==> config.mk <==
export PLATFORM = sky130hd
export DESIGN_NAME = csr_timer
export DESIGN_NICKNAME = d
export VERILOG_FILES = /design/src/rtl/csr_timer.sv
export SDC_FILE = /design/constraint.sdc
export NUM_CORES = 1
export LEC_CHECK = 0
export CAP_MARGIN = 20
export CORE_MARGIN = 2
export CORE_UTILIZATION = 40
export CTS_BUF_LIST = sky130_fd_sc_hd__clkbuf_4 sky130_fd_sc_hd__clkbuf_8
export CTS_CLUSTER_SIZE = 25
export DETAILED_ROUTE_END_ITERATION = 12
export PLACE_DENSITY = 0.6
export SLEW_MARGIN = 20
export SYNTH_ARGS = -nofsm -noshare
export SYNTH_HDL_FRONTEND = slang
export SYNTH_SLANG_ARGS = --single-unit
==> constraint.sdc <==
create_clock -name sys_clk -period 4.7 [get_ports sys_clk]
set_input_delay 0.94 -clock sys_clk [delete_from_list [all_inputs] [get_ports sys_clk]]
set_output_delay 0.94 -clock sys_clk [all_outputs]
set_load 0.005 [all_outputs]
==> src/rtl/csr_timer.sv <==
`default_nettype none
// +--------------------------------------------------------------------------+
// | csr_timer: CSR-bus slave with two 32-bit compare timers and sticky IRQs. |
// | Timer 1 is built only when CSR_TIMER_TIMER1_EN is defined.               |
// | Revision: 1.0                                                            |
// +--------------------------------------------------------------------------+
module csr_timer #(
  parameter logic [3:0] csr_addr = 4'h0
) (
  input  logic        sys_clk,
  input  logic        sys_rst,
  input  logic [13:0] csr_a,
  input  logic        csr_we,
  input  logic [31:0] csr_di,
  output logic [31:0] csr_do,
  output logic        timer0_irq,
  output logic        timer1_irq
);

  logic        w_sel;
  logic        w_wr;
  logic [2:0]  w_reg;
  logic        unused_addr_bits;

  assign w_sel            = (csr_a[13:10] == csr_addr);
  assign w_wr             = csr_we & w_sel;
  assign w_reg            = csr_a[2:0];
  assign unused_addr_bits = ^csr_a[9:3];

  // Timer 0: CSR writes come last so they override the hardware update.
  logic        r_en0;
  logic        r_ar0;
  logic [31:0] r_cmp0;
  logic [31:0] r_cnt0;
  logic        w_match0;

  assign w_match0 = r_en0 && (r_cnt0 == r_cmp0);

  always_ff @(posedge sys_clk) begin
    if (sys_rst) begin
      r_en0  <= 1'b0;
      r_ar0  <= 1'b0;
      r_cmp0 <= 32'd0;
      r_cnt0 <= 32'd0;
    end else begin
      if (r_en0) begin
        if (w_match0) begin
          if (r_ar0) r_cnt0 <= 32'd0;
          else       r_en0  <= 1'b0;
        end else begin
          r_cnt0 <= r_cnt0 + 32'd1;
        end
      end
      if (w_wr && (w_reg == 3'd0)) begin
        r_en0 <= csr_di[0];
        r_ar0 <= csr_di[1];
      end
      if (w_wr && (w_reg == 3'd1)) r_cmp0 <= csr_di;
      if (w_wr && (w_reg == 3'd2)) r_cnt0 <= csr_di;
    end
  end

  logic [31:0] w_ctrl1;
  logic [31:0] w_cmp1;
  logic [31:0] w_cnt1;
  logic        w_match1;

`ifdef CSR_TIMER_TIMER1_EN
  logic        r_en1;
  logic        r_ar1;
  logic [31:0] r_cmp1;
  logic [31:0] r_cnt1;

  assign w_match1 = r_en1 && (r_cnt1 == r_cmp1);
  assign w_ctrl1  = {30'd0, r_ar1, r_en1};
  assign w_cmp1   = r_cmp1;
  assign w_cnt1   = r_cnt1;

  always_ff @(posedge sys_clk) begin
    if (sys_rst) begin
      r_en1  <= 1'b0;
      r_ar1  <= 1'b0;
      r_cmp1 <= 32'd0;
      r_cnt1 <= 32'd0;
    end else begin
      if (r_en1) begin
        if (w_match1) begin
          if (r_ar1) r_cnt1 <= 32'd0;
          else       r_en1  <= 1'b0;
        end else begin
          r_cnt1 <= r_cnt1 + 32'd1;
        end
      end
      if (w_wr && (w_reg == 3'd3)) begin
        r_en1 <= csr_di[0];
        r_ar1 <= csr_di[1];
      end
      if (w_wr && (w_reg == 3'd4)) r_cmp1 <= csr_di;
      if (w_wr && (w_reg == 3'd5)) r_cnt1 <= csr_di;
    end
  end
`else
  assign w_match1 = 1'b0;
  assign w_ctrl1  = 32'd0;
  assign w_cmp1   = 32'd0;
  assign w_cnt1   = 32'd0;
`endif

  // A match in the same cycle as a write-1-to-clear keeps the bit set.
  logic [1:0] r_pend;
  logic [1:0] w_clr;

  assign w_clr = (w_wr && (w_reg == 3'd6)) ? csr_di[1:0] : 2'b00;

  always_ff @(posedge sys_clk) begin
    if (sys_rst) r_pend <= 2'b00;
    else         r_pend <= (r_pend & ~w_clr) | {w_match1, w_match0};
  end

  logic [31:0] w_rdata;

  always_comb begin
    w_rdata = 32'd0;
    case (w_reg)
      3'd0:    w_rdata = {30'd0, r_ar0, r_en0};
      3'd1:    w_rdata = r_cmp0;
      3'd2:    w_rdata = r_cnt0;
      3'd3:    w_rdata = w_ctrl1;
      3'd4:    w_rdata = w_cmp1;
      3'd5:    w_rdata = w_cnt1;
      3'd6:    w_rdata = {30'd0, r_pend};
      default: w_rdata = 32'd0;
    endcase
  end

  // Unselected slaves drive zero so the bridge can OR all read buses.
  always_ff @(posedge sys_clk) begin
    if (sys_rst) csr_do <= 32'd0;
    else         csr_do <= w_sel ? w_rdata : 32'd0;
  end

  assign timer0_irq = r_pend[0];
  assign timer1_irq = r_pend[1];

endmodule
`default_nettype wire
==> out/results.txt, run 1 <==
Run status -> completed
Syn nets -> 701
Min Tclk post-route -> 3.27 ns
Die X -> 117 um
GRT met1 Usage -> 0.341
Via count -> 4938
Die H -> 117 um
Share of layout cells above drive strength 1 -> 0.0900
Post-CTS sizing -> 0
Ports -> 83
Worst reg2reg startpoint -> r_cnt0[28]$_SDFFE_PP0P_
Hold-fix buffer count after cts -> 0
Final Wtd Congestion -> 0.898
Antenna viol nets, final -> 0
Relative slew slack -> 0.349
Commonest non-fill, non-tap cells in the layout -> nand2_1 (107), dfxtp_1 (100), clkdlybuf4s50_1 (74)
Most common cell after layout, fill and taps aside -> nand2_1
Final setup violation count -> 0
Post-synth cell types -> 57
RSZ-0062 raised after global routing -> false
Worst Hold Class -> flop to flop
Commonest register cell after synthesis -> dfxtp_1
Largest fanout on the critical path -> 12
Synth warn -> 0
Net Sw Frac -> 0.257
Final-stage net count -> 745
Gate count of the mapped netlist -> 651
Leakage -> 1.91 nW
Clock Tree Buf Depth -> 2
Slew @ Worst Pin -> 0.973 ns
CP endpoint kind -> flop
Avg Inst Size Synth -> 7.91 sq um
Skew-Pair Late Insertion Delay -> 0.40 ns
Initial core utilization -> 0.408
Sequential fraction of the synthesis area -> 0.389
CP required -> 5.03 ns
DP Worst Slack -> 1.08 ns
Internal Power -> 1.16 mW
Critical path launch point type -> flop
Synthesis-stage register bit count -> 100
Worst hold slack -> 0.489 ns
Period utilisation layout -> 0.697
Total GRT Usage -> 0.239
Hold_sp -> r_cmp0[6]$_SDFFE_PP0P_
Worst Skew -> 0.0107 ns
Average vias per placed instance -> 5.66
Clock Sinks -> 100
Critical Path Start -> r_cnt0[28]$_SDFFE_PP0P_
Critical path class -> flop to flop
Area grow syn2layout -> 19.9%
Cells after DPL -> 856
H-Tree Depth -> 3
Final cell count without fillers -> 872
GR Util met2 -> 0.356
CTS tree -> yes
Worst endpoint data arrival time -> 3.60 ns
Drt first pass iters -> 5
First-pass GRT wire length -> 25.9 mm
Total grt overflow -> 0
EDFF count, synth -> 0
WL/cell -> 18.8 um
Final Worst Setup Slack -> 1.43 ns
Largest net degree at the start of global routing -> 43
Core area -> 0.0126 sq mm
DPL Wire Length -> 11.6 mm
Row count -> 41
Total power after layout -> 1.57 mW
Clk pin slew, worst setup/hold paths -> 0.10 ns
Combinational share of power -> 0.082
Clock network power share -> 0.368
CTS buffer count -> 9
Global Route met3 Usage -> 0.0426
Netlist Area Pre-Place -> 0.00515 sq mm
Port Buffer Count -> 75
Psw -> 403 uW
Routed wire length -> 16.4 mm
Die ar. -> 0.0138 sq mm
Global routing's busiest layer -> met2
DRC Markers -> 0
Vias in the first global route -> 4586
Root Driver -> clkbuf_8
Post-synth ARST share -> 0
Setup TNS Final -> 0 ns
Initial antenna violation count -> 0
Sequential fraction of design power -> 0.550
Final hold violations -> 0
Slew Limit Fails -> 0
Max-cap violations -> 0
Inserted Diodes -> 0
Maximum VDD drop -> 0.133 mV
Post-CTS setup buffer count -> 0
Fmax -> 305 MHz
PD cells -> 253 mW/mm^2
Drt initial violations -> 397
## final timing paths
path / end / slack, ns / cells after the start
setup / recovery: r_cnt0[10]$_SDFFE_PP0P_ / 1.43 / 7
hold / removal: r_cmp0[6]$_SDFFE_PP0P_ / 0.49 / 2
setup reg to reg: r_cnt0[10]$_SDFFE_PP0P_ / 1.43 / 7
hold reg to reg: r_cmp0[6]$_SDFFE_PP0P_ / 0.49 / 2
## stage by stage
stage                     area, sq um   util
final                            6180  0.489
after floorplan                  5150      -
after detailed placement         5980  0.474
after global placement           5980  0.474
after global routing             6180  0.489
after CTS                        6180  0.489
## flip-flops by register name, indices dropped and copies added, names as in the netlist
signal,count
csr_do,32
r_cmp0,32
r_cnt0,32
r_pend,2
r_ar0,1
r_en0,1
## worst max-delay path, stage by stage (launching register included)
cell,delay (ns)
dfxtp_1,0.39
xnor2_1,0.42
nand4_1,0.13
or4_1,0.74
o41ai_4,0.96
buf_4,0.28
nand2_4,0.12
a31oi_1,0.17
## metal layers
layer,share of wire,vias to the layer above
met5,0,-
met4,0.023,0
met3,0.070,26
met2,0.44,193
met1,0.47,2313
li1,-,2406
## Yosys cell counts (all sizes together), types with 2 or more instances
master / n / area share
a21oi: 40 / 0.039
a221oi: 3 / 0.0051
a22oi: 33 / 0.048
a311o: 2 / 0.0039
a31o: 12 / 0.020
a31oi: 11 / 0.013
a32oi: 3 / 0.0051
and2: 3 / 0.0036
and3: 7 / 0.0085
and4: 4 / 0.0068
buf: 14 / 0.018
clkbuf: 43 / 0.032
dfxtp: 100 / 0.39
inv: 21 / 0.015
mux2: 4 / 0.0087
mux2i: 4 / 0.0078
nand2: 108 / 0.080
nand2b: 4 / 0.0049
nand3: 28 / 0.027
nand3b: 2 / 0.0029
nand4: 29 / 0.035
nor2: 58 / 0.043
nor3: 14 / 0.015
nor3b: 4 / 0.0058
nor4: 9 / 0.011
o2111ai: 3 / 0.0051
o211ai: 2 / 0.0029
o21ai: 8 / 0.0078
o311ai: 6 / 0.010
o31a: 2 / 0.0034
o31ai: 6 / 0.012
o41ai: 2 / 0.0070
or2: 3 / 0.0036
or3: 6 / 0.0073
or4: 4 / 0.0058
xnor2: 39 / 0.069
## logic make-up after synthesis
group / Yosys count / synth area share
fa+ha+maj: 1 / 0.00243
simple gates: 286 / 0.265
compound gates: 139 / 0.194
buf+inv: 78 / 0.0651
flops: 100 / 0.389
xor+xnor: 39 / 0.0692
mux: 8 / 0.0165
## power by group through the flow
stage | logic, mW | clock network (mW) | registers [mW]
floorplan | 0.0677 | 0 | 0.878
global placement | 0.125 | 0 | 0.880
detailed placement | 0.126 | 0 | 0.880
CTS | 0.126 | 0.590 | 0.861
global route | 0.137 | 0.623 | 0.862
finish | 0.128 | 0.576 | 0.861
## cell type report
type / count / area, sq um
clock buffer: 10 / 131
clock inverter: 6 / 62.6
fill: 1295 / 6440
inverter: 21 / 78.8
multi-input combinational: 473 / 2830
sequential: 100 / 2000
tap: 172 / 215
timing repair buffer: 90 / 858
(Power assumes the default switching activity.)
==> inputs of run 2 (changes only) <==
clock period = 3.2 ns   (was 4.7 ns; I/O delays follow)
==> out/results.txt, run 2 (synthesis results as in run 1) <==
Relative slew slack -> 0.510 (was 0.349)
Maximum VDD drop -> 0.199 mV (was 0.133 mV)
Setup TNS Final -> 0 ns (unchanged)
Initial antenna violation count -> 0 (unchanged)
Worst Hold Class -> flop to flop (unchanged)
Area grow syn2layout -> 22.6% (was 19.9%)
Initial core utilization -> 0.408 (unchanged)
Slew @ Worst Pin -> 0.735 ns (was 0.973 ns)
CP required -> 3.50 ns (was 5.03 ns)
Commonest non-fill, non-tap cells in the layout -> nand2_1 (107), dfxtp_1 (100), clkdlybuf4s50_1 (74) (unchanged)
CTS tree -> yes (unchanged)
Final cell count without fillers -> 889 (was 872)
Inserted Diodes -> 0 (unchanged)
First-pass GRT wire length -> 26.1 mm (was 25.9 mm)
Total grt overflow -> 0 (unchanged)
Largest net degree at the start of global routing -> 33 (was 43)
Hold depth -> 2 (unchanged)
Fill cells -> 1295 (unchanged)
Skew-Pair Late Insertion Delay -> 0.38 ns (was 0.40 ns)
CP Cell Sequence -> xnor2_1 > nand4_1 > or4_1 > o41ai_4 > buf_4 > a22oi_1 > a211oi_1 (was xnor2_1 > nand4_1 > or4_1 > o41ai_4 > buf_4 > nand2_4 > a31oi_1)
Total power after layout -> 2.31 mW (was 1.57 mW)
Routed wire length -> 16.2 mm (was 16.4 mm)
Worst endpoint data arrival time -> 3.18 ns (was 3.60 ns)
Fmax -> 347 MHz (was 305 MHz)
FF-to-FF End -> r_cnt0[29]$_SDFFE_PP0P_ (was r_cnt0[10]$_SDFFE_PP0P_)
Flip-flop and latch area -> 0.00200 sq mm (unchanged)
WHS Endpoint -> r_cmp0[5]$_SDFFE_PP0P_ (was r_cmp0[6]$_SDFFE_PP0P_)
Clock Tree Buf Depth -> 2 (unchanged)
Slowest CP cell -> or4_1 (was o41ai_4)
Largest fanout on the critical path -> 15 (was 12)
Via count -> 5024 (was 4938)
Hold_sp -> r_cmp0[5]$_SDFFE_PP0P_ (was r_cmp0[6]$_SDFFE_PP0P_)
Leakage -> 2.00 nW (was 1.91 nW)
Row count -> 41 (unchanged)
Internal reg-to-reg setup slack -> 0.32 ns (was 1.43 ns)
Total GRT Usage -> 0.237 (was 0.239)
Final setup violation count -> 0 (unchanged)
WP buf/inv -> 1 (unchanged)
Die ar. -> 0.0138 sq mm (unchanged)
Run status -> completed (unchanged)
Critical path's largest stage delay -> 0.76 ns (was 0.96 ns)
CP top delay family -> simple AND/OR/NAND/NOR gates (was compound AO/OA/AOI/OAI gates)
Worst reg2reg path depth -> 7 (unchanged)
Final-stage net count -> 763 (was 745)
Top flop regs -> csr_do (32), r_cmp0 (32), r_cnt0 (32) (unchanged)
Final hold violations -> 0 (unchanged)
RSZ-0062 raised after global routing -> false (unchanged)
Critical path class -> flop to flop (unchanged)
Most common cell after layout, fill and taps aside -> nand2_1 (unchanged)
Cells after DPL -> 874 (was 856)
Post-CTS sizing -> 0 (unchanged)
Port Buffer Count -> 75 (unchanged)
DRC Markers -> 0 (unchanged)
Util after Layout -> 0.501 (was 0.489)
Final Wtd Congestion -> 0.909 (was 0.898)
Max-cap violations -> 0 (unchanged)
Slew Limit Fails -> 0 (unchanged)
Clock Sinks -> 100 (unchanged)
Vias in the first global route -> 4803 (was 4586)
Die X -> 117 um (unchanged)
Drt first pass iters -> 5 (unchanged)
DPL Wire Length -> 12.1 mm (was 11.6 mm)
H-Tree Depth -> 3 (unchanged)
Die H -> 117 um (unchanged)
Placed instance area -> 0.00612 sq mm (was 0.00598 sq mm)
Fin area -> 0.00632 sq mm (was 0.00618 sq mm)
Root Driver -> clkbuf_8 (unchanged)
Drt initial violations -> 370 (was 397)
Post-CTS setup buffer count -> 0 (unchanged)
Min Tclk post-route -> 2.88 ns (was 3.27 ns)
PD cells -> 365 mW/mm^2 (was 253 mW/mm^2)
Hold-fix buffer count after cts -> 0 (unchanged)
Core area -> 0.0126 sq mm (unchanged)
Worst Skew -> 0.00786 ns (was 0.0107 ns)
Share of layout cells above drive strength 1 -> 0.112 (was 0.0900)
Clk pin slew, worst setup/hold paths -> 0.09 ns (was 0.10 ns)
Area of the multi-input gates -> 0.00283 sq mm (unchanged)
Ports -> 83 (unchanged)
Antenna viol nets, final -> 0 (unchanged)
CP endpoint kind -> flop (unchanged)
CTS buffer count -> 9 (unchanged)
WL/cell -> 18.2 um (was 18.8 um)
Critical path launch point type -> flop (unchanged)
Period utilisation layout -> 0.901 (was 0.697)
Worst reg2reg startpoint -> r_cnt0[28]$_SDFFE_PP0P_ (unchanged)
Average vias per placed instance -> 5.65 (was 5.66)
run 2: worst min-delay path: stages, from the launching register on:
cell     delay (ns)
dfxtp_1        0.34
nand2_1        0.06
a21oi_1        0.05
run 2: where the power goes:
group          internal, mW  switching (mW)
Clock                 0.399           0.452
Combinational        0.0865           0.104
Sequential             1.25          0.0128
run 2: final cells by class:
class / instances / share of cell area
multi-input combinational: 473 / 0.448
sequential: 100 / 0.317
timing repair buffer: 108 / 0.157
tap: 172 / 0.0341
clock buffer: 11 / 0.0240
inverter: 21 / 0.0125
clock inverter: 4 / 0.00772
run 2: worst max path at each step:
stage | from | to | slack (ns) | cells after the start
2_1_floorplan | csr_a[11] | r_cnt0[9]$_SDFFE_PP0P_ | 0.81 | 7
3_3_place_gp | r_cnt0[28]$_SDFFE_PP0P_ | r_cnt0[13]$_SDFFE_PP0P_ | 0.47 | 7
3_5_place_dp | r_cnt0[28]$_SDFFE_PP0P_ | r_cnt0[8]$_SDFFE_PP0P_ | 0.41 | 7
4_1_cts | r_cnt0[28]$_SDFFE_PP0P_ | r_cnt0[29]$_SDFFE_PP0P_ | 0.39 | 7
5_1_grt | r_cnt0[28]$_SDFFE_PP0P_ | r_cnt0[8]$_SDFFE_PP0P_ | 0.24 | 7
6_report | r_cnt0[28]$_SDFFE_PP0P_ | r_cnt0[29]$_SDFFE_PP0P_ | 0.32 | 7
run 2: metrics by stage:
| stage | setup slack (ns) | hold slack, ns |
|---|---|---|
| 3_3_place_gp | 0.468 | 0.461 |
| 4_1_cts | 0.387 | 0.488 |
| 6_report | 0.318 | 0.489 |
| 3_5_place_dp | 0.408 | 0.474 |
| 5_1_grt | 0.242 | 0.505 |
| 2_1_floorplan | 0.814 | 0.456 |
run 2: routing by layer:
layer | track usage | part of all wire
met1 | 0.335 | 0.47
met2 | 0.355 | 0.43
met3 | 0.0388 | 0.063
met4 | 0.106 | 0.030
met5 | 0 | 0
==> inputs of run 3 (changes only) <==
CORE_MARGIN = 8   (was 2)
==> out/results.txt, run 3 (synthesis results as in run 1) <==
Row count -> 41 (unchanged)
Inserted Diodes -> 0 (unchanged)
Placed instance area -> 0.00614 sq mm (was 0.00612 sq mm)
Largest fanout on the critical path -> 13 (was 15)
Worst endpoint data arrival time -> 3.04 ns (was 3.18 ns)
CTS buffer count -> 9 (unchanged)
RSZ-0062 raised after global routing -> false (unchanged)
Final-stage net count -> 766 (was 763)
Skew-Pair Late Insertion Delay -> 0.39 ns (was 0.38 ns)
Max-cap violations -> 0 (unchanged)
WL/cell -> 19.3 um (was 18.2 um)
Largest net degree at the start of global routing -> 33 (unchanged)
Psw -> 583 uW (was 569 uW)
Total power after layout -> 2.30 mW (was 2.31 mW)
Initial core utilization -> 0.408 (unchanged)
DRC Markers -> 0 (unchanged)
Antenna viol nets, final -> 0 (unchanged)
Clock Sinks -> 100 (unchanged)
Clock Tree Buf Depth -> 2 (unchanged)
Ports -> 83 (unchanged)
Global Route met3 Usage -> 0.0403 (was 0.0388)
Fmax -> 359 MHz (was 347 MHz)
Critical path class -> flop to flop (unchanged)
Run status -> completed (unchanged)
Worst Skew -> 0.00997 ns (was 0.00786 ns)
Fin area -> 0.00634 sq mm (was 0.00632 sq mm)
Clock network power share -> 0.368 (was 0.369)
PD cells -> 364 mW/mm^2 (was 365 mW/mm^2)
Die H -> 129 um (was 117 um)
H-Tree Depth -> 3 (unchanged)
First-pass GRT wire length -> 27.3 mm (was 26.1 mm)
Initial antenna violation count -> 0 (unchanged)
Global routing's busiest layer -> met2 (unchanged)
Vias in the first global route -> 4956 (was 4803)
Period utilisation layout -> 0.871 (was 0.901)
Worst Hold Class -> flop to flop (unchanged)
Total GRT Usage -> 0.212 (was 0.237)
Average vias per placed instance -> 5.61 (was 5.65)
Die X -> 129 um (was 117 um)
Net Sw Frac -> 0.253 (was 0.247)
Root Driver -> clkbuf_8 (unchanged)
Die ar. -> 0.0168 sq mm (was 0.0138 sq mm)
Top flop regs -> csr_do (32), r_cmp0 (32), r_cnt0 (32) (unchanged)
Util after Layout -> 0.502 (was 0.501)
Final setup violation count -> 0 (unchanged)
CP required -> 3.45 ns (was 3.50 ns)
Sequential fraction of design power -> 0.548 (about the same)
Share of layout cells above drive strength 1 -> 0.117 (was 0.112)
Core area -> 0.0126 sq mm (unchanged)
Drt initial violations -> 471 (was 370)
Critical path launch point type -> flop (unchanged)
Relative slew slack -> 0.501 (was 0.510)
Via count -> 5014 (was 5024)
DPL Wire Length -> 12.8 mm (was 12.1 mm)
GR Util met2 -> 0.324 (was 0.355)
Setup TNS Final -> 0 ns (unchanged)
CP endpoint kind -> flop (unchanged)
Drt first pass iters -> 5 (unchanged)
Most common cell after layout, fill and taps aside -> nand2_1 (unchanged)
Slew Limit Fails -> 0 (unchanged)
Routed wire length -> 17.3 mm (was 16.2 mm)
Post-CTS sizing -> 0 (unchanged)
Leakage -> 2.01 nW (was 2.00 nW)
Slew @ Worst Pin -> 0.748 ns (was 0.735 ns)
Combinational share of power -> 0.083 (about the same)
Final Wtd Congestion -> 0.920 (was 0.909)
Port Buffer Count -> 75 (unchanged)
Hold-fix buffer count after cts -> 0 (unchanged)
GRT met1 Usage -> 0.285 (was 0.335)
Post-CTS setup buffer count -> 0 (unchanged)
Final hold violations -> 0 (unchanged)
Internal Power -> 1.72 mW (was 1.74 mW)
Commonest non-fill, non-tap cells in the layout -> nand2_1 (107), dfxtp_1 (100), clkdlybuf4s50_1 (74) (unchanged)
CTS tree -> yes (unchanged)
Maximum VDD drop -> 0.277 mV (was 0.199 mV)
Total grt overflow -> 0 (unchanged)
Clk pin slew, worst setup/hold paths -> 0.10 ns (was 0.09 ns)
Area grow syn2layout -> 23.0% (was 22.6%)
Min Tclk post-route -> 2.79 ns (was 2.88 ns)
==> run 3: power groups by stage <==
stage	registers (mW)	logic (mW)	clock network, mW
after floorplan	1.29	0.0994	0
after global placement	1.29	0.190	0
after detailed placement	1.29	0.191	0
after CTS	1.26	0.192	0.867
after global routing	1.27	0.207	0.918
final	1.26	0.192	0.848
==> run 3: layout make-up <==
class / count / area, sq um
clock buffer: 11 / 139
timing repair buffer: 111 / 1020
fill: 1252 / 6280
sequential: 100 / 2000
multi-input combinational: 473 / 2830
tap: 172 / 215
inverter: 21 / 78.8
clock inverter: 5 / 60.1
==> run 3: stage by stage <==
stage / std cells / hold slack, ns / worst slack (ns)
finish: 893 / 0.482 / 0.414
CTS: 893 / 0.485 / 0.458
floorplan: 651 / 0.456 / 0.814
detailed placement: 877 / 0.465 / 0.475
global route: 893 / 0.503 / 0.233
global placement: 877 / 0.461 / 0.496
==> run 3: final timing paths <==
kind / to / cells past startpoint / slack (ns) / startpoint
worst max-delay path: r_cnt0[13]$_SDFFE_PP0P_ / 7 / 0.41 / r_cnt0[7]$_SDFFE_PP0P_
worst min-delay path: r_pend[1]$_SDFF_PP0_ / 2 / 0.48 / r_pend[1]$_SDFF_PP0_
worst max register to register: r_cnt0[13]$_SDFFE_PP0P_ / 7 / 0.41 / r_cnt0[7]$_SDFFE_PP0P_
worst min register to register: r_pend[1]$_SDFF_PP0_ / 2 / 0.48 / r_pend[1]$_SDFF_PP0_
==> run 3: worst max-delay path, stage by stage (launching register included) <==
cell	delay (ns)
dfxtp_1	0.38
xnor2_1	0.42
nand4_1	0.14
or4_1	0.70
or3_1	0.43
buf_4	0.21
a221oi_1	0.29
nor3_1	0.08
==> run 3: routing by layer <==
metal	wire (um)	vias up
li1	-	2442
met1	8060	2366
met2	7590	174
met3	1150	32
met4	459	0
met5	0	-
